<file path="src/rtl/cache_refill_if.sv">
// Core/tag-store/memory-side handshake bundle for the cache refill controller.
// The slave modport is the controller; the master modport is its environment.
interface cache_refill_if #(
    parameter int unsigned TAG_WIDTH   = 4,
    parameter int unsigned INDEX_WIDTH = 4,
    parameter int unsigned WAY_NUM     = 4,
    parameter int unsigned LINE_WIDTH  = 32
) ();
    localparam int unsigned ADDR_WIDTH = TAG_WIDTH + INDEX_WIDTH;

    logic                   lookup_valid;
    logic [TAG_WIDTH-1:0]   tag;
    logic [INDEX_WIDTH-1:0] index;
    logic [WAY_NUM-1:0]     hit_en;
    logic                   lookup_ready;
    logic                   miss_busy;

    logic                   mem_req_valid;
    logic [ADDR_WIDTH-1:0]  mem_req_addr;
    logic                   mem_req_ready;
    logic                   mem_resp_valid;
    logic [LINE_WIDTH-1:0]  mem_resp_data;

    logic                   read_main_memory_en;
    logic [ADDR_WIDTH-1:0]  addr_to_main_memory;
    logic [WAY_NUM-1:0]     replaced_way;
    logic [LINE_WIDTH-1:0]  fill_data;
    logic                   refill_done;

    modport master (
        output lookup_valid, tag, index, hit_en,
        output mem_req_ready, mem_resp_valid, mem_resp_data,
        input  lookup_ready, miss_busy, mem_req_valid, mem_req_addr,
        input  read_main_memory_en, addr_to_main_memory, replaced_way,
        input  fill_data, refill_done
    );

    modport slave (
        input  lookup_valid, tag, index, hit_en,
        input  mem_req_ready, mem_resp_valid, mem_resp_data,
        output lookup_ready, miss_busy, mem_req_valid, mem_req_addr,
        output read_main_memory_en, addr_to_main_memory, replaced_way,
        output fill_data, refill_done
    );
endinterface

</file>
<file path="src/rtl/cache_refill_ctrl.sv">
// Miss handler for the 4-way cache: victim choice (first invalid, else tree PLRU),
// main-memory fetch over valid/ready, and a one-cycle fill strobe to the tag/data stores.
module cache_refill_ctrl (
    input  logic           clk,
    input  logic           rst_n,
    cache_refill_if.slave  bus
);
    localparam int unsigned TAG_WIDTH   = 4;
    localparam int unsigned INDEX_WIDTH = 4;
    localparam int unsigned ADDR_WIDTH  = TAG_WIDTH + INDEX_WIDTH;
    localparam int unsigned WAY_NUM     = 4;
    localparam int unsigned WAY_IDX_W   = 2;
    localparam int unsigned PLRU_W      = 3;
    localparam int unsigned LINE_WIDTH  = 32;
    localparam int unsigned LINE_NUM    = 1 << INDEX_WIDTH;

    typedef enum logic [1:0] {IDLE, REQ, WAIT, FILL} state_t;

    state_t                 state_q, state_d;
    logic [ADDR_WIDTH-1:0]  addr_q, addr_d;
    logic [WAY_IDX_W-1:0]   victim_q, victim_d;
    logic [PLRU_W-1:0]      plru_q  [LINE_NUM];
    logic [WAY_NUM-1:0]     vmask_q [LINE_NUM];

    logic [WAY_NUM-1:0]     line_vmask;
    logic [PLRU_W-1:0]      line_plru;
    logic                   hit_upd;
    logic [WAY_IDX_W-1:0]   hit_way;
    logic                   fill_upd;
    logic [INDEX_WIDTH-1:0] fill_index;

    function automatic logic [WAY_IDX_W-1:0] lowest_set(input logic [WAY_NUM-1:0] v);
        logic [WAY_IDX_W-1:0] w;
        if (v[0])      w = 2'd0;
        else if (v[1]) w = 2'd1;
        else if (v[2]) w = 2'd2;
        else           w = 2'd3;
        return w;
    endfunction

    // Bits are {b2,b1,b0}: b0 picks the pair, b1/b2 pick within the low/high pair.
    function automatic logic [WAY_IDX_W-1:0] plru_victim(input logic [PLRU_W-1:0] p);
        logic [WAY_IDX_W-1:0] w;
        if (!p[0]) w = p[1] ? 2'd1 : 2'd0;
        else       w = p[2] ? 2'd3 : 2'd2;
        return w;
    endfunction

    function automatic logic [PLRU_W-1:0] plru_touch(input logic [PLRU_W-1:0] p,
                                                     input logic [WAY_IDX_W-1:0] w);
        logic [PLRU_W-1:0] r;
        r = p;
        if (!w[1]) begin
            r[0] = 1'b1;
            r[1] = (w == 2'd0);
        end else begin
            r[0] = 1'b0;
            r[2] = (w == 2'd2);
        end
        return r;
    endfunction

    assign fill_index = addr_q[ADDR_WIDTH-1:TAG_WIDTH];

    // Next-state, victim choice and replacement-state update requests
    always_comb begin
        state_d    = state_q;
        addr_d     = addr_q;
        victim_d   = victim_q;
        hit_upd    = 1'b0;
        fill_upd   = 1'b0;
        hit_way    = lowest_set(bus.hit_en);
        line_vmask = vmask_q[bus.index];
        line_plru  = plru_q[bus.index];
        case (state_q)
            IDLE: begin
                if (bus.lookup_valid) begin
                    if (bus.hit_en != '0) begin
                        hit_upd = 1'b1;
                    end else begin
                        addr_d   = {bus.index, bus.tag};
                        victim_d = (&line_vmask) ? plru_victim(line_plru)
                                                 : lowest_set(~line_vmask);
                        state_d  = REQ;
                    end
                end
            end
            REQ:  if (bus.mem_req_ready)  state_d = WAIT;
            WAIT: if (bus.mem_resp_valid) state_d = FILL;
            FILL: begin
                fill_upd = 1'b1;
                state_d  = IDLE;
            end
            default: state_d = IDLE;
        endcase
    end

    // State, replacement bookkeeping and registered outputs
    always_ff @(posedge clk or negedge rst_n) begin
        if (!rst_n) begin
            state_q  <= IDLE;
            addr_q   <= '0;
            victim_q <= '0;
            for (int i = 0; i < int'(LINE_NUM); i++) begin
                plru_q[i]  <= '0;
                vmask_q[i] <= '0;
            end
            bus.lookup_ready        <= 1'b1;
            bus.miss_busy           <= 1'b0;
            bus.mem_req_valid       <= 1'b0;
            bus.mem_req_addr        <= '0;
            bus.read_main_memory_en <= 1'b0;
            bus.refill_done         <= 1'b0;
            bus.addr_to_main_memory <= '0;
            bus.replaced_way        <= '0;
            bus.fill_data           <= '0;
        end else begin
            state_q  <= state_d;
            addr_q   <= addr_d;
            victim_q <= victim_d;
            if (hit_upd)
                plru_q[bus.index] <= plru_touch(plru_q[bus.index], hit_way);
            if (fill_upd) begin
                vmask_q[fill_index][victim_q] <= 1'b1;
                plru_q[fill_index]            <= plru_touch(plru_q[fill_index], victim_q);
            end
            bus.lookup_ready        <= (state_d == IDLE);
            bus.miss_busy           <= (state_d != IDLE);
            bus.mem_req_valid       <= (state_d == REQ);
            bus.mem_req_addr        <= (state_d == REQ) ? addr_d : '0;
            bus.read_main_memory_en <= (state_d == FILL);
            bus.refill_done         <= (state_d == FILL);
            bus.addr_to_main_memory <= (state_d == FILL) ? addr_d : '0;
            bus.replaced_way        <= (state_d == FILL) ? (WAY_NUM'(1) << victim_d) : '0;
            // FILL is only entered on a WAIT response, so the bus data is the line
            bus.fill_data           <= (state_d == FILL) ? bus.mem_resp_data : LINE_WIDTH'(0);
        end
    end
endmodule

</file>
<file path="src/flat_wrapper.sv">
// flat-port wrapper written by rule: the top's interface ports become plain ports
module cache_refill_ctrl_flat 
  (clk, rst_n, bus_lookup_valid, bus_tag, bus_index, bus_hit_en, bus_mem_req_ready, bus_mem_resp_valid, bus_mem_resp_data, bus_lookup_ready, bus_miss_busy, bus_mem_req_valid, bus_mem_req_addr, bus_read_main_memory_en, bus_addr_to_main_memory, bus_replaced_way, bus_fill_data, bus_refill_done);
  cache_refill_if bus_i ();
  input  logic clk;
  input  logic rst_n;
  input wire logic [$bits(bus_i.lookup_valid)-1:0] bus_lookup_valid;
  input wire logic [$bits(bus_i.tag)-1:0] bus_tag;
  input wire logic [$bits(bus_i.index)-1:0] bus_index;
  input wire logic [$bits(bus_i.hit_en)-1:0] bus_hit_en;
  input wire logic [$bits(bus_i.mem_req_ready)-1:0] bus_mem_req_ready;
  input wire logic [$bits(bus_i.mem_resp_valid)-1:0] bus_mem_resp_valid;
  input wire logic [$bits(bus_i.mem_resp_data)-1:0] bus_mem_resp_data;
  output wire logic [$bits(bus_i.lookup_ready)-1:0] bus_lookup_ready;
  output wire logic [$bits(bus_i.miss_busy)-1:0] bus_miss_busy;
  output wire logic [$bits(bus_i.mem_req_valid)-1:0] bus_mem_req_valid;
  output wire logic [$bits(bus_i.mem_req_addr)-1:0] bus_mem_req_addr;
  output wire logic [$bits(bus_i.read_main_memory_en)-1:0] bus_read_main_memory_en;
  output wire logic [$bits(bus_i.addr_to_main_memory)-1:0] bus_addr_to_main_memory;
  output wire logic [$bits(bus_i.replaced_way)-1:0] bus_replaced_way;
  output wire logic [$bits(bus_i.fill_data)-1:0] bus_fill_data;
  output wire logic [$bits(bus_i.refill_done)-1:0] bus_refill_done;
  assign bus_i.lookup_valid = bus_lookup_valid;
  assign bus_i.tag = bus_tag;
  assign bus_i.index = bus_index;
  assign bus_i.hit_en = bus_hit_en;
  assign bus_i.mem_req_ready = bus_mem_req_ready;
  assign bus_i.mem_resp_valid = bus_mem_resp_valid;
  assign bus_i.mem_resp_data = bus_mem_resp_data;
  assign bus_lookup_ready = bus_i.lookup_ready;
  assign bus_miss_busy = bus_i.miss_busy;
  assign bus_mem_req_valid = bus_i.mem_req_valid;
  assign bus_mem_req_addr = bus_i.mem_req_addr;
  assign bus_read_main_memory_en = bus_i.read_main_memory_en;
  assign bus_addr_to_main_memory = bus_i.addr_to_main_memory;
  assign bus_replaced_way = bus_i.replaced_way;
  assign bus_fill_data = bus_i.fill_data;
  assign bus_refill_done = bus_i.refill_done;
  cache_refill_ctrl u_core (.clk(clk), .rst_n(rst_n), .bus(bus_i));
endmodule
</file>
<file path="config.mk">
export PLATFORM = sky130hd
export DESIGN_NAME = cache_refill_ctrl_flat
export DESIGN_NICKNAME = d
export VERILOG_FILES = /design/src/rtl/cache_refill_if.sv /design/src/rtl/cache_refill_ctrl.sv /design/src/flat_wrapper.sv
export SDC_FILE = /design/constraint.sdc
export NUM_CORES = 1
export LEC_CHECK = 0
export CAP_MARGIN = 20
export CORE_MARGIN = 8
export CORE_UTILIZATION = 40
export CTS_CLUSTER_DIAMETER = 50
export CTS_CLUSTER_SIZE = 8
export DETAILED_ROUTE_END_ITERATION = 8
export PLACE_DENSITY = 0.69
export SLEW_MARGIN = 5
export SYNTH_ARGS = -nofsm -noshare
export SYNTH_HDL_FRONTEND = slang
export SYNTH_SLANG_ARGS = --single-unit
</file>
<file path="constraint.sdc">
create_clock -name clk -period 2.15 [get_ports clk]
set_input_delay 0.645 -clock clk [delete_from_list [all_inputs] [get_ports clk]]
set_output_delay 0.645 -clock clk [all_outputs]
set_load 0.02 [all_outputs]
</file>
# After elaboration in Yosys (flattened, before gate mapping)
# Index checks and enable logic that the tools add are counted.
[totals]
register_bits = 180
word_cells = 133
[op_classes]
magnitude_cmp = 6
n_eq_ne = 7
shift = 1
muxes = 62
bitwise_logic = 4
reduce_logical = 10
[op_table]
columns = ["operator", "n"]
rows = [
  ["$bwmux W48", 2],
  ["$mux W48", 2],
  ["$or A64 B64 Y64", 1],
  ["$mux W8", 5],
  ["$mux W32", 1],
  ["$mux W2", 13],
  ["$bmux W3 S4", 2],
  ["$demux W3 S4", 2],
  ["$mux W1", 21],
  ["$mux W3", 6],
  ["$bmux W4 S4", 1],
  ["$demux W4 S4", 1],
  ["$mux W4", 4],
  ["$eq A2 B2 Y1 const B", 5],
  ["$ge A5 B5 Y1 const B", 2],
  ["$lt A5 B1 Y1 const B", 2],
  ["$not A4 Y5", 2],
  ["$logic_not A2 Y1", 4],
  ["$pmux W2 S4", 1],
  ["$eq A2 B1 Y1 const B", 2],
  ["$reduce_and A4 Y1", 1],
  ["$reduce_bool A4 Y1", 1],
  ["$shl A1 B2 Y4 const A", 1],
  ["$logic_and A1 B1 Y1", 3],
  ["5 further kinds", 5],
]

# Logic depth before layout (Yosys ltp)
[logic_depth]
word_depth = 14
ltp_mapped = 9
mapped_depth_nobuf = 6

# Worst setup path after synthesis
# No wires, ideal clock.
[synth_timing]
path_kind = "in2reg"
from = "input bus_index[0]"
to = "register u_core.plru_q[20] (netlist name)"
setup_ns = 0.129
arrival_ns = 2.349
required_time_ns = 2.021
path_slack_ns = -0.327
stages = 9
path_buffers = 3
path_cell_list = "buf_6 buf_6 mux4_2 a22oi_1 nand2_1 mux2_2 buf_2 nor2_1 o22ai_1"
[synth_between]
elab_chain_len = 10
elab_cells_between_ends = 15
classes_between = "order compare (2); mux (11); bitwise (1); reduce/logical (1)"
[synth_rtl]
columns = ["element", "line", "text"]
rows = [
  ["from (decl)", "flat_wrapper.sv:9", "input wire logic [$bits(bus_i.index)-1:0] bus_index;"],
  ["$not A4 Y5 (implied by the code) *", "cache_refill_ctrl.sv:122", "plru_q[bus.index] <= plru_touch(plru_q[bus.index], hit_way);"],
  ["$bmux W3 S4", "cache_refill_ctrl.sv:122", ""],
  ["$mux W3 (implied by the code) (2 in series)", "cache_refill_ctrl.sv:122", ""],
  ["$mux W1", "cache_refill_ctrl.sv:53", "if (!w[1]) begin"],
  ["$mux W1", "cache_refill_ctrl.sv:121", "if (hit_upd)"],
  ["$bwmux W48 *", "cache_refill_ctrl.sv:122", ""],
  ["$mux W48 *", "cache_refill_ctrl.sv:121", ""],
  ["$bwmux W48", "cache_refill_ctrl.sv:125", "plru_q[fill_index] <= plru_touch(plru_q[fill_index], victim_q);"],
  ["$mux W48 *", "cache_refill_ctrl.sv:123", "if (fill_upd) begin"],
  ["to (signal, indexed assignment)", "cache_refill_ctrl.sv:122", ""],
  ["to (signal, indexed assignment)", "cache_refill_ctrl.sv:125", ""],
  ["to (decl)", "cache_refill_ctrl.sv:22", "logic [PLRU_W-1:0] plru_q [LINE_NUM];"],
]
# Mark *: on every way between the ends. The rest lies on a longest branch, timed or not. The select of a mux whose other input is x is not followed.
# A chain may end at the register's enable or synchronous reset.

# Worst setup path in the final report
[layout_timing]
from = "register u_core.addr_q[4]"
to = "register u_core.plru_q[44] (netlist name)"
[layout_between]
elab_chain_len = 8
elab_cells_between_ends = 13
classes_between = "order compare (2); mux (9); bitwise (1); reduce/logical (1)"
[layout_rtl]
columns = ["element", "line", "text"]
rows = [
  ["from (decl)", "cache_refill_ctrl.sv:20", "logic [ADDR_WIDTH-1:0] addr_q, addr_d;"],
  ["from (signal assigned)", "cache_refill_ctrl.sv:119", "addr_q <= addr_d;"],
  ["$not A4 Y5 (implied by the code) *", "cache_refill_ctrl.sv:125", ""],
  ["$bmux W3 S4", "cache_refill_ctrl.sv:125", ""],
  ["$mux W3 (implied by the code) (2 in series)", "cache_refill_ctrl.sv:125", ""],
  ["$mux W1", "cache_refill_ctrl.sv:53", ""],
  ["$mux W1", "cache_refill_ctrl.sv:123", ""],
  ["$bwmux W48 *", "cache_refill_ctrl.sv:125", ""],
  ["$mux W48 *", "cache_refill_ctrl.sv:123", ""],
]
# Marks and branches as above.

==> results by group <==
Die
  – Top-Level Pins: roughly 110
  – Die area: between 20000 and 25000 sq um
  – FP Rows: 52
  – Core area: 20040 sq um
  – Initial core utilization: a little over 40%
  – Die Span Y: ~160 um
  – Chip Width: about 160 um

Timing
  – Slew @ Worst Pin: ~0.60 ns
  – Worst clock skew: about 0.011 ns
  – Unrepaired setup endpoints after global routing: true
  – Final period util: 106.5%
  – Final WS setup: -0.1387 ns
  – Max Fclk: about 0.44 GHz
  – Final Max Tran Viols: 0
  – Max-slew headroom: 59.82%
  – Final setup viols: 32
  – Fin. Hold Viols: 0
  – TNS Setup: -3.323 ns
  – Final min period: approximately 2.3 ns

Detailed routing
  – DR iter-0 viols: 621
  – Routed vias/inst: between 5 and 6
  – Vias: about 6400
  – DRC errors left: 0
  – DRT Pass-1 Iters: 5
  – Total Wirelength: 24.60 mm
  – Avg WL per Cell: roughly 21 um
  – ANT nets after route: 0

Setup path
  – Crit. End Element: flop
  – Startpoint types: flop
  – Critical path type: reg -> reg
  – Req. time, crit path: 2.44 ns
  – CP max FO: 16
  – Critical Path AT: ~2.6 ns

CTS
  – Clock latency on the worst-skew pair: about 0.43 ns
  – Clock-pin slew on the worst setup and hold paths: around 0.070 ns
  – Worst-case clock buffer depth: 2
  – CTS tree: done
  – Clock Sinks: between 150 and 200
  – Number of buffers created by CTS: 17
  – # hold bufs at CTS: 0
  – Clock root cell: clkbuf_16
  – H-tree depth: 4

Pwr
  – Leak pwr: 4.912 nW
  – Peak supply drop: approximately 0.56 mV
  – Cell Pwr Density: approximately 1100 nW/um^2

Outcome
  – Failing checks: setup timing
  – Status: finished, violations left

Run
  – # Max-Cap Violations: 0

Logic synthesis
  – Avg Inst Size Synth: 11.78 sq um
  – Post-synthesis sequential area ratio: a little under three fifths
  – Post-synthesis cell count: 685
  – Synthesized cell area: around 8000 sq um
  – Number of synthesized flops with an enable pin: 0
  – Synth Flop Type: dfrtp_1
  – Synth Net Count: about 730
  – Async set or reset register ratio after synthesis: 100.0%
  – Register bit total from synthesis: 180
  – Unique masters post-synth: 45
  – Warnings from Yosys: 0

Global route
  – Initial antenna violation count: 0
  – Global route total overflow: 0
  – Vias in the first global route: about 6600
  – First-pass GRT wire length: roughly 38 mm
  – GRT Resource Usage Total: between 20% and 30%
  – Largest net degree at the start of global routing: 67

Placement
  – Gpl congestion: 0.9382
  – Dpl ws: -0.7099 ns
  – Post-DP HPWL: roughly 18 mm
  – Port buffer count: about 110

Cells and area
  – Share of layout cells above drive strength 1: between 20% and 30%
  – Ant diodes: 0
  – Most frequent cells in the layout: dfrtp_1 (179), clkdlybuf4s50_1 (94), buf_4 (78)
  – Nets@finish: around 910
  – Syn-to-layout area delta: 34.61%
  – Most common cell after layout, fill and taps aside: dfrtp_1

Hold path
  – Hold WC Path Type: in -> async
-- timing repair --
item,CTS,global route
resized for setup,35,20
pin swaps,8,9
endpoints found under the setup margin,49,43
buffers inserted,2,2
-- power by group --
part	internal [mW]	switching [mW]	total [mW]
Sequential	4.13	0.599	4.73
Combinational	1.84	1.85	3.68
Clock	1.82	1.37	3.18
-- synth_stat cells (8+ instances only) --
master	number	area share (%)
nand2_1	55	2.6
a21o_1	14	1.3
dfrtp_1	179	55
mux2i_1	13	1.6
mux4_2	29	8.1
o211ai_1	13	1.2
mux4_1	8	2.6
nand3_1	12	0.74
and3_1	39	3.0
nor2b_1	9	0.70
nor3_1	9	0.56
a22oi_1	12	1.1
o21bai_1	52	4.8
inv_1	15	0.70
o22ai_1	30	2.3
o21ai_0	47	2.9
nor2_1	66	3.1
clkbuf_1	28	1.3
-- final cells by class --
type	instances	area, sq um
flip-flops and latches	180	4506
multi-input cells	447	3391
repair buffers	203	1979
inverters	15	56.30
clock buffers	22	474.2
clock inverters	10	121.4
fillers	1721	9174
well taps	270	337.8
-- state kept, by name, summed over array words and instances, names as in the netlist --
signal,cells
u_core.bus.lookup_ready,1
u_core.bus.replaced_way,4
u_core.bus.mem_req_valid,1
u_core.victim_q,2
u_core.vmask_q,64
u_core.bus.addr_to_main_memory,8
u_core.bus.miss_busy,1
u_core.bus.mem_req_addr,8
u_core.bus.read_main_memory_en,1
u_core.state_q,2
u_core.plru_q,48
u_core.bus.fill_data,32
u_core.addr_q,8
-- path summary, 6_finish.rpt --
path | cells past startpoint | end | from | slack, ns
setup / recovery | 6 | u_core.plru_q[44] | u_core.addr_q[4] | -0.14
hold / removal | 1 | u_core.bus.mem_req_addr[0] | rst_n | 0.04
setup reg to reg | 6 | u_core.plru_q[44] | u_core.addr_q[4] | -0.14
hold reg to reg | 1 | u_core.vmask_q[0] | u_core.vmask_q[0] | 0.46
max in group asynchronous | 2 | u_core.vmask_q[37] | rst_n | 1.52
min in group clk | 1 | u_core.vmask_q[0] | u_core.vmask_q[0] | 0.46
-- kinds of logic (layout without fill, tap and decap cells) --
| family | Yosys count | in the layout | share of synthesized area (%) |
|---|---|---|---|
| AND/OR/NAND/NOR | 215 | 215 | 12.97 |
| AO/OA/AOI/OAI | 181 | 181 | 15.19 |
| multiplexers | 51 | 51 | 12.45 |
| buffers and inverters | 58 | 250 | 3.565 |
| flip-flops | 180 | 180 | 55.82 |
-- per-layer routing --
layer | up-vias | GRT usage [%] | part of all wire (%)
met5 | - | 0 | 0
met4 | 0 | 7.319 | 2.2
li1 | 2856 | - | -
met1 | 3228 | 26.27 | 40
met2 | 305 | 32.54 | 50
met3 | 49 | 4.313 | 7.8
-- worst max-delay path: stages (launching register included) --
cell and delay, ns:
dfrtp_1 0.42, buf_12 0.16, mux4_2 0.53, mux4_2 0.57, a21oi_4 0.20, buf_12 0.17, o22ai_1 0.10
-- metrics by stage --
stage	instance area (sq um)	power (mW)	cells	hold WS [ns]	util (%)
2_1_floorplan	8122	6.627	685	0.3494	-
3_3_place_gp	10100	8.200	1111	0.4341	50.38
3_5_place_dp	10100	8.281	1111	0.4408	50.38
4_1_cts	10770	11.53	1145	0.02352	53.76
5_1_grt	10870	12.06	1147	0.02623	54.22
6_report	10870	11.59	1147	0.03769	54.22
(Power assumes the default switching activity.)
